<file path="config.mk">
export PLATFORM = sky130hd
export DESIGN_NAME = mul_arbiter_flat
export DESIGN_NICKNAME = d
export VERILOG_FILES = /design/src/rtl/mul_arbiter_if.sv /design/src/rtl/mul_arbiter.sv /design/src/flat_wrapper.sv
export SDC_FILE = /design/constraint.sdc
export NUM_CORES = 1
export LEC_CHECK = 0
export BUFFER_PORTS_ARGS = -buffer_cell sky130_fd_sc_hd__clkbuf_2
export CORE_MARGIN = 1.5
export CORE_UTILIZATION = 46
export CTS_CLUSTER_SIZE = 10
export DETAILED_ROUTE_END_ITERATION = 7
export GPL_ROUTABILITY_DRIVEN = 1
export GPL_TIMING_DRIVEN = 0
export PLACE_DENSITY = 0.72
export SKIP_CTS_REPAIR_TIMING = 1
export SYNTH_ARGS = -nofsm -noshare
export SYNTH_HDL_FRONTEND = slang
export SYNTH_SLANG_ARGS = --single-unit
</file>
<file path="constraint.sdc">
create_clock -name clk -period 5.63 [get_ports clk]
set_input_delay 1.126 -clock clk [delete_from_list [all_inputs] [get_ports clk]]
set_output_delay 1.126 -clock clk [all_outputs]
set_load 0.05 [all_outputs]
</file>
<file path="src/rtl/mul_arbiter_if.sv">
// Bundle of requester, consumer and shared-multiplier signals for mul_arbiter.
// The slave modport is the arbiter's view; master is the environment's view.
interface mul_arbiter_if;
  logic        s0_valid, s0_ready;
  logic [31:0] s0_a, s0_b;
  logic        s1_valid, s1_ready;
  logic [31:0] s1_a, s1_b;
  logic        m0_valid, m0_ready;
  logic [62:0] m0_r;
  logic        m1_valid, m1_ready;
  logic [62:0] m1_r;
  logic [31:0] mul_a, mul_b;
  logic [62:0] mul_r;
  logic        busy;

  modport slave (
    input  s0_valid, s0_a, s0_b, s1_valid, s1_a, s1_b, m0_ready, m1_ready, mul_r,
    output s0_ready, s1_ready, m0_valid, m0_r, m1_valid, m1_r, mul_a, mul_b, busy
  );

  modport master (
    output s0_valid, s0_a, s0_b, s1_valid, s1_a, s1_b, m0_ready, m1_ready, mul_r,
    input  s0_ready, s1_ready, m0_valid, m0_r, m1_valid, m1_r, mul_a, mul_b, busy
  );
endinterface

</file>
<file path="src/rtl/mul_arbiter.sv">
// Two-port round-robin front end for a shared pipelined multiplier; accept-to-result LATENCY+1 edges.
// Requesters are throttled by per-port credits so the result FIFOs can never overflow; m_ready never feeds s_ready.
module mul_arbiter #(
  parameter int LATENCY   = 2,
  parameter int OUT_DEPTH = 2
) (
  input  logic         clk,
  input  logic         rst_n,
  mul_arbiter_if.slave bus
);

  localparam int              CW      = $clog2(LATENCY + OUT_DEPTH + 2) + 1;
  localparam int              PW      = (OUT_DEPTH > 1) ? $clog2(OUT_DEPTH) : 1;
  localparam logic [CW-1:0]   DEPTH_C = CW'(OUT_DEPTH);
  localparam logic [PW-1:0]   LAST_C  = PW'(OUT_DEPTH - 1);

  logic [1:0]          s_vld, s_rdy, m_rdy, m_vld;
  logic [1:0][31:0]    s_a, s_b;

  logic                init_q;
  logic                last_q, last_d;
  logic [LATENCY:0]    tag_vld_q, tag_vld_d, tag_port_q, tag_port_d;
  logic [31:0]         mul_a_q, mul_a_d, mul_b_q, mul_b_d;
  logic [1:0][CW-1:0]  cnt_q, cnt_d, infl;
  logic [1:0][PW-1:0]  rd_q, rd_d, wr_q, wr_d;
  logic [62:0]         mem_q [2][OUT_DEPTH];

  logic [1:0]          elig, push, pop;
  logic                gnt_vld, gnt_port;

  assign s_vld = {bus.s1_valid, bus.s0_valid};
  assign s_a   = {bus.s1_a, bus.s0_a};
  assign s_b   = {bus.s1_b, bus.s0_b};
  assign m_rdy = {bus.m1_ready, bus.m0_ready};

  function automatic logic [PW-1:0] ptr_inc(input logic [PW-1:0] ptr);
    return (ptr == LAST_C) ? '0 : ptr + PW'(1);
  endfunction

  always_comb begin
    infl       = '0;
    elig       = '0;
    s_rdy      = '0;
    push       = '0;
    pop        = '0;
    cnt_d      = cnt_q;
    rd_d       = rd_q;
    wr_d       = wr_q;
    mul_a_d    = mul_a_q;
    mul_b_d    = mul_b_q;

    // Outstanding work per port = tagged ops still in the multiplier + buffered results.
    for (int k = 0; k <= LATENCY; k++) begin
      if (tag_vld_q[k]) infl[tag_port_q[k]] = infl[tag_port_q[k]] + CW'(1);
    end
    for (int p = 0; p < 2; p++) begin
      elig[p] = init_q && s_vld[p] && ((cnt_q[p] + infl[p]) < DEPTH_C);
    end

    gnt_vld  = |elig;
    gnt_port = (&elig) ? ~last_q : elig[1];
    if (gnt_vld) begin
      s_rdy[gnt_port] = 1'b1;
      mul_a_d         = s_a[gnt_port];
      mul_b_d         = s_b[gnt_port];
    end
    last_d     = gnt_vld ? gnt_port : last_q;
    tag_vld_d  = {tag_vld_q[LATENCY-1:0], gnt_vld};
    tag_port_d = {tag_port_q[LATENCY-1:0], gnt_port};

    for (int p = 0; p < 2; p++) begin
      push[p]  = tag_vld_q[LATENCY] && (tag_port_q[LATENCY] == 1'(p));
      pop[p]   = m_vld[p] && m_rdy[p];
      cnt_d[p] = cnt_q[p] + CW'(push[p]) - CW'(pop[p]);
      if (push[p]) wr_d[p] = ptr_inc(wr_q[p]);
      if (pop[p])  rd_d[p] = ptr_inc(rd_q[p]);
    end
  end

  always_ff @(posedge clk or negedge rst_n) begin
    if (!rst_n) begin
      init_q     <= 1'b0;
      last_q     <= 1'b1;
      tag_vld_q  <= '0;
      tag_port_q <= '0;
      mul_a_q    <= '0;
      mul_b_q    <= '0;
      cnt_q      <= '0;
      rd_q       <= '0;
      wr_q       <= '0;
    end else begin
      init_q     <= 1'b1;
      last_q     <= last_d;
      tag_vld_q  <= tag_vld_d;
      tag_port_q <= tag_port_d;
      mul_a_q    <= mul_a_d;
      mul_b_q    <= mul_b_d;
      cnt_q      <= cnt_d;
      rd_q       <= rd_d;
      wr_q       <= wr_d;
    end
  end

  // Result storage needs no reset: counts gate visibility.
  always_ff @(posedge clk) begin
    for (int p = 0; p < 2; p++) begin
      if (push[p]) mem_q[p][wr_q[p]] <= bus.mul_r;
      if (rst_n) assert (!(push[p] && !pop[p] && (cnt_q[p] == DEPTH_C)));
    end
  end

  always_comb begin
    m_vld[0] = (cnt_q[0] != '0);
    m_vld[1] = (cnt_q[1] != '0);
  end

  assign bus.s0_ready = s_rdy[0];
  assign bus.s1_ready = s_rdy[1];
  assign bus.m0_valid = m_vld[0];
  assign bus.m1_valid = m_vld[1];
  assign bus.m0_r     = mem_q[0][rd_q[0]];
  assign bus.m1_r     = mem_q[1][rd_q[1]];
  assign bus.mul_a    = mul_a_q;
  assign bus.mul_b    = mul_b_q;
  assign bus.busy     = (|tag_vld_q) || m_vld[0] || m_vld[1];

endmodule

</file>
<file path="src/flat_wrapper.sv">
// flat-port wrapper written by rule: the top's interface ports become plain ports
module mul_arbiter_flat 
#(
  parameter int LATENCY   = 2,
  parameter int OUT_DEPTH = 2
)
  (clk, rst_n, bus_s0_valid, bus_s0_a, bus_s0_b, bus_s1_valid, bus_s1_a, bus_s1_b, bus_m0_ready, bus_m1_ready, bus_mul_r, bus_s0_ready, bus_s1_ready, bus_m0_valid, bus_m0_r, bus_m1_valid, bus_m1_r, bus_mul_a, bus_mul_b, bus_busy);
  mul_arbiter_if bus_i ();
  input  logic clk;
  input  logic rst_n;
  input wire logic [$bits(bus_i.s0_valid)-1:0] bus_s0_valid;
  input wire logic [$bits(bus_i.s0_a)-1:0] bus_s0_a;
  input wire logic [$bits(bus_i.s0_b)-1:0] bus_s0_b;
  input wire logic [$bits(bus_i.s1_valid)-1:0] bus_s1_valid;
  input wire logic [$bits(bus_i.s1_a)-1:0] bus_s1_a;
  input wire logic [$bits(bus_i.s1_b)-1:0] bus_s1_b;
  input wire logic [$bits(bus_i.m0_ready)-1:0] bus_m0_ready;
  input wire logic [$bits(bus_i.m1_ready)-1:0] bus_m1_ready;
  input wire logic [$bits(bus_i.mul_r)-1:0] bus_mul_r;
  output wire logic [$bits(bus_i.s0_ready)-1:0] bus_s0_ready;
  output wire logic [$bits(bus_i.s1_ready)-1:0] bus_s1_ready;
  output wire logic [$bits(bus_i.m0_valid)-1:0] bus_m0_valid;
  output wire logic [$bits(bus_i.m0_r)-1:0] bus_m0_r;
  output wire logic [$bits(bus_i.m1_valid)-1:0] bus_m1_valid;
  output wire logic [$bits(bus_i.m1_r)-1:0] bus_m1_r;
  output wire logic [$bits(bus_i.mul_a)-1:0] bus_mul_a;
  output wire logic [$bits(bus_i.mul_b)-1:0] bus_mul_b;
  output wire logic [$bits(bus_i.busy)-1:0] bus_busy;
  assign bus_i.s0_valid = bus_s0_valid;
  assign bus_i.s0_a = bus_s0_a;
  assign bus_i.s0_b = bus_s0_b;
  assign bus_i.s1_valid = bus_s1_valid;
  assign bus_i.s1_a = bus_s1_a;
  assign bus_i.s1_b = bus_s1_b;
  assign bus_i.m0_ready = bus_m0_ready;
  assign bus_i.m1_ready = bus_m1_ready;
  assign bus_i.mul_r = bus_mul_r;
  assign bus_s0_ready = bus_i.s0_ready;
  assign bus_s1_ready = bus_i.s1_ready;
  assign bus_m0_valid = bus_i.m0_valid;
  assign bus_m0_r = bus_i.m0_r;
  assign bus_m1_valid = bus_i.m1_valid;
  assign bus_m1_r = bus_i.m1_r;
  assign bus_mul_a = bus_i.mul_a;
  assign bus_mul_b = bus_i.mul_b;
  assign bus_busy = bus_i.busy;
  mul_arbiter #(.LATENCY(LATENCY), .OUT_DEPTH(OUT_DEPTH)) u_core (.clk(clk), .rst_n(rst_n), .bus(bus_i));
endmodule
</file>
; ---- Word-level counts from Yosys, hierarchy flattened
; Memory sizes are Yosys's and may differ from the RTL's.
; Cells that the tools add are included.
[totals]
ram_bits = 252
register_bits = 84
mem_count = 1
inputBits = 197
word_cells = 116
[mem_list]
columns = name, depth, width, read_ports, rd_clocked_by_memory_dff, write_ports, line
row1 = u_core.mem_q, 2, 126, 2, 0, 1, mul_arbiter.sv:26  ; logic [62:0] mem_q [2][OUT_DEPTH];
[op_classes]
n_addsub = 13
order_cmp = 16
n_bitwise = 7
n_mux = 45
reduce_logical = 22
[op_table]
columns = op, n
row1 = 2-to-1 mux 126 bit, 4
row2 = 2-to-1 mux 63 bit, 8
row3 = 2-to-1 mux 32 bit, 4
row4 = demux 63 bit (select 1 bit), 2
row5 = OR reduction 126 bit, 1
row6 = 2-to-1 mux 4 bit, 8
row7 = 2-to-1 mux 8 bit, 3
row8 = bitwise mux 8 bit, 2
row9 = logical AND 1 bit, 14
row10 = adder 4 x 1 -> 4 bit (second input constant), 3
row11 = demux 4 bit (select 1 bit), 3
row12 = 2-to-1 mux 1 bit, 9
row13 = adder 4 x 1 -> 4 bit, 2
row14 = adder 4 bit, 2
row15 = bitwise AND 8 bit, 1
row16 = >= comparator 2 bit (second input constant), 4
row17 = < comparator 1 x 2 -> 1 bit (second input constant), 4
row18 = < comparator 4 x 2 -> 1 bit (second input constant), 2
row19 = NOT 1 -> 2 bit, 4
row20 = nonzero test 4 bit, 2
row21 = subtractor 4 x 1 -> 4 bit, 2
row22 = adder 1 bit (second input constant), 4
row23 = >= comparator 1 bit (second input constant), 4
row24 = < comparator 2 x 1 -> 1 bit (second input constant), 2
row25 = other kinds (7), 9

; ---- Longest topological paths before layout
[depth]
depth_word = 26
mapped_depth = 16
mapped_depth_nobuf = 14

; ---- Least setup slack after synthesis
; OpenSTA, ideal clock, no wires.
[synth_path]
path_kind = flip-flop to output port
startpoint = reg u_core.tag_vld_q[1]
endpoint = out bus_s1_ready
path_stages_with_launch = 15
path_buffers = 1
path_slack_ps = 826
required_ps = 4504
t_arrival_ps = 3678
cell_sequence = dfrtp_1 -> nand2_1 -> o21ai_0 -> xor2_1 -> nand2_1 -> o21ai_0 -> ha_1 -> nand2_1 -> o31ai_1 -> ha_1 -> and3_1 -> a221oi_2 -> xnor2_1 -> clkbuf_1 -> a311oi_1
[synth_via]
elab_chain_len = 16
elab_cells_between_ends = 21
classes_between = 3 x add/sub / 4 x order compare / 9 x mux / 5 x reduce/logical
[synth_lines]
columns = item, line
row1 = start: declaration, mul_arbiter.sv:22  ; logic [LATENCY:0] tag_vld_q, tag_vld_d, tag_port_q, tag_port_d;
row2 = start signal: assignment, mul_arbiter.sv:94  ; tag_vld_q <= tag_vld_d;
row3 = 2-to-1 mux 8 bit (*), mul_arbiter.sv:54  ; if (tag_vld_q[k]) infl[tag_port_q[k]] = infl[tag_port_q[k]] + CW'(1);
row4 = 2-to-1 mux 4 bit (not written as such) (2 in a row), mul_arbiter.sv:54
row5 = adder 4 x 1 -> 4 bit, mul_arbiter.sv:54
row6 = bitwise mux 8 bit, mul_arbiter.sv:54
row7 = 2-to-1 mux 8 bit (*), mul_arbiter.sv:54
row8 = adder 4 bit, mul_arbiter.sv:57  ; elig[p] = init_q && s_vld[p] && ((cnt_q[p] + infl[p]) < DEPTH_C);
row9 = < comparator 4 x 2 -> 1 bit, mul_arbiter.sv:57
row10 = logical AND 1 bit, mul_arbiter.sv:57
row11 = AND reduction 2 bit, mul_arbiter.sv:61  ; gnt_port = (&elig) ? ~last_q : elig[1];
row12 = 2-to-1 mux 1 bit, mul_arbiter.sv:61
row13 = < comparator 1 x 2 -> 1 bit (not written as such) / >= comparator 1 bit (equally long branches), mul_arbiter.sv:63  ; s_rdy[gnt_port] = 1'b1;
row14 = logical AND 1 bit (not written as such), mul_arbiter.sv:63
row15 = 2-to-1 mux 1 bit (not written as such), mul_arbiter.sv:63
row16 = demux 1 bit (select 1 bit), --
row17 = 2-to-1 mux 2 bit (*), mul_arbiter.sv:62  ; if (gnt_vld) begin
row18 = end: declaration, flat_wrapper.sv:21  ; output wire logic [$bits(bus_i.s1_ready)-1:0] bus_s1_ready;
; Mark *: on every way between the ends. The rest lies on a longest branch, timed or not. The select of a mux whose other input is x is not followed.

; ---- Worst setup path in the final report
[layout_path]
startpoint = reg u_core.tag_vld_q[1]
endpoint = out bus_s0_ready
[layout_via]
elab_chain_len = 16
elab_cells_between_ends = 21
classes_between = 3 x add/sub / 4 x order compare / 9 x mux / 5 x reduce/logical
[layout_lines]
columns = item, line
row1 = 2-to-1 mux 8 bit (*), mul_arbiter.sv:54
row2 = 2-to-1 mux 4 bit (not written as such) (2 in a row), mul_arbiter.sv:54
row3 = adder 4 x 1 -> 4 bit, mul_arbiter.sv:54
row4 = bitwise mux 8 bit, mul_arbiter.sv:54
row5 = 2-to-1 mux 8 bit (*), mul_arbiter.sv:54
row6 = adder 4 bit, mul_arbiter.sv:57
row7 = < comparator 4 x 2 -> 1 bit, mul_arbiter.sv:57
row8 = logical AND 1 bit, mul_arbiter.sv:57
row9 = AND reduction 2 bit, mul_arbiter.sv:61
row10 = 2-to-1 mux 1 bit, mul_arbiter.sv:61
row11 = < comparator 1 x 2 -> 1 bit (not written as such) / >= comparator 1 bit (equally long branches), mul_arbiter.sv:63
row12 = logical AND 1 bit (not written as such), mul_arbiter.sv:63
row13 = 2-to-1 mux 1 bit (not written as such), mul_arbiter.sv:63
row14 = demux 1 bit (select 1 bit), --
row15 = 2-to-1 mux 2 bit (*), mul_arbiter.sv:62
row16 = end: declaration, flat_wrapper.sv:20  ; output wire logic [$bits(bus_i.s0_ready)-1:0] bus_s0_ready;
; Marks and branches as above.

==> flow_summary.ini <==
[status]
outcome = finished clean

[final_layout]
drive_above_1_share = 0.514
fill_cells = 2245
syn_to_final_growth_pct = 28.5
nNetsFinal = 1410
instances_no_fill = 1605

[drt]
wl_per_cell_um = 21.4
wirelength_um = 34300
ant_nets = 0
first_pass_iters = 4
drc_errors = 0
via_per_inst = 5.45
drt-initial-drc-count = 549
num_vias = 8740

[yosys]
synth-async-reset-ratio = 0.250
synth_most_common_cell = edfxtp_1
syn-num-nets = 969
syn_area_um2 = 13600
avgSynthCellArea_um2 = 18.0
synth_edf_count = 252
netlist_instances = 753
synth_top_cell_area_share = 0.558
synth_seq_cells = 336
synth_area_leader_cell = edfxtp_1
yosysWarnings = 0
yosysSeqAreaShare = 0.713
ys_types = 40
yosys-top-cells-area = edfxtp_1 (56%), dfrtp_1 (15%), mux2_2 (10%)
synth_common_cells = edfxtp_1 (252), mux2_2 (126), dfrtp_1 (83), a221o_1 (64), o221a_1 (38)
ys.flop_type = edfxtp_1

[power_and_ir_drop]
p_leak_nw = 7.09
ir_drop_mv = 0.333
power_density_nw_per_um2 = 573

[run]
maxCapViolations = 0

[hold_path]
hp-start = u_core.tag_port_q[1]
worstHoldPathType = flop to flop

[setup_path]
crit_start = u_core.tag_vld_q[1]
ff2ff_setup_slack_ps = 1690
cp.required_ps = 4500
arrival_ps = 4170
crit_path_max_fanout = 10
worst-setup-path-type = flop to output pin
end_kind = output pin
crit-reg2reg-launch = u_core.tag_vld_q[1]
cp-start-kind = flop

[global_routing]
busiest_layer = met2
gr-usage-all-layers = 0.222
globalRouteMet2Util = 0.387
antenna_found_initial = 4
use_met3 = 0.0590
grt_pass1_wl_um = 51500
grt.overflow.total = 0
grt_max_degree = 63
grt_pass1_vias = 9071
grtUsageMet1 = 0.265

[timing]
maxSlewViolCount = 0
finalClockSkew_ps = 12.7
max_freq_mhz = 189
worst_pin_slew_ps = 732
period_needed_ps = 5300
setup_viol = 0
hold_viol = 0
fin_crit_sh = 0.941
worst_slack_ps = 329
relSlewSlack = 0.511
rsz0062_at_grt = false

[clock_network]
cts-root-buf = clkbuf_16
clk_pin_slew_ps = 50
cts-htree-levels = 2
cts_tree = built
cts.path.max_buffers = 3
insertion_delay_ps = 520
cts_sinks = 336
cts_made_buffers = 40

[floorplan]
core_um2 = 28900
die_h_um = 175
rows = 62
io_pins = 392
chipWidth_um = 175
die-area_um2 = 30500
start_util = 0.470

[place]
place_ws_ps = 816
port_buffers = 391
dpl.hpwl_um = 24500
gp_congestion = 0.867
post-place-cells = 1536
[power by group]
group          switching, mW  internal, mW  total (mW)
clock network          0.935          1.41        2.34
logic                   3.03          1.33        4.37
registers              0.212          3.06        3.27
total                   4.18          5.80        9.98
[worst max-delay path: stages (launching register included)]
cell,delay [ps]
dfrtp_1,440
nand2_1,150
o21ai_0,120
xor2_1,160
nand2_1,80
o21ai_0,90
ha_1,320
nand2_1,50
o31ai_1,120
ha_1,310
and3_1,190
a221oi_2,240
xnor2_1,360
o311a_1,240
clkbuf_1,410
clkbuf_2,370
[flip-flops by register name, indices dropped and copies added, names as in the netlist, 2 cells and up]
register and flops:
u_core.bus.mul_a 32, u_core.cnt_q 8, u_core.wr_q 2, u_core.bus.mul_b 32, u_core.mem_q 252, u_core.tag_port_q 3
u_core.tag_vld_q 3, u_core.rd_q 2
[final timing paths]
check	cells after the start	end
worst max-delay path	15	bus_s0_ready
worst min-delay path	0	u_core.tag_port_q[2]
worst max register to register	16	u_core.bus.mul_b[29]
worst min register to register	0	u_core.tag_port_q[2]
max in group asynchronous	2	u_core.last_q
min in group asynchronous	1	u_core.bus.mul_b[13]
[metal layers]
layer	part of all wire	wire, um	vias to the layer above
met5	0	0	-
met2	0.50	17300	402
met4	0.031	1060	0
met1	0.39	13200	4333
met3	0.079	2720	60
li1	-	-	3945
[through the flow]
step	power (mW)	hold WS [ps]	cell area (um2)	utilization	TNS, ps
6_report	9.98	497	17400	0.604	0
5_1_grt	10.4	518	17400	0.604	0
4_1_cts	10.1	494	17400	0.604	0
3_5_place_dp	7.69	482	16200	0.563	0
3_3_place_gp	7.63	470	16000	0.555	-43480
2_1_floorplan	6.59	437	13600	-	0
[cells by family after synthesis]
kind of cell | synth area share
mux | 0.105
simple gates | 0.0125
other cells | 0.000276
fa+ha+maj | 0.0197
xor+xnor | 0.0130
flops | 0.713
buf+inv | 0.0255
compound gates | 0.111
[layout by cell type (no fill, tap or decap), types with 3 or more instances in the layout]
cell,instances
ha_1,15
clkbuf_16,40
clkbuf_2,390
and2_1,4
mux2_2,126
fa_1,4
and3_1,3
nand3_1,4
nor2_1,3
buf_2,9
clkbuf_1,56
xnor2_1,9
inv_1,19
edfxtp_1,252
diode_2,4
buf_16,7
nand2_1,9
o221a_2,26
a221o_1,64
o221a_1,38
buf_4,9
xor2_1,6
dfrtp_1,83
a21oi_1,3
[cell type report]
class,instances,area [um2],share of cell area
clock inverters,6,110,0.00632
flip-flops and latches,336,9670,0.555
repair buffers,399,2170,0.125
multi-input cells,341,3570,0.205
clock buffers,59,1070,0.0615
inverters,19,71.3,0.00409
diodes,4,10.0,0.000574
well taps,384,480,0.0276
plain buffers,57,274,0.0157
(Power assumes the default switching activity.)
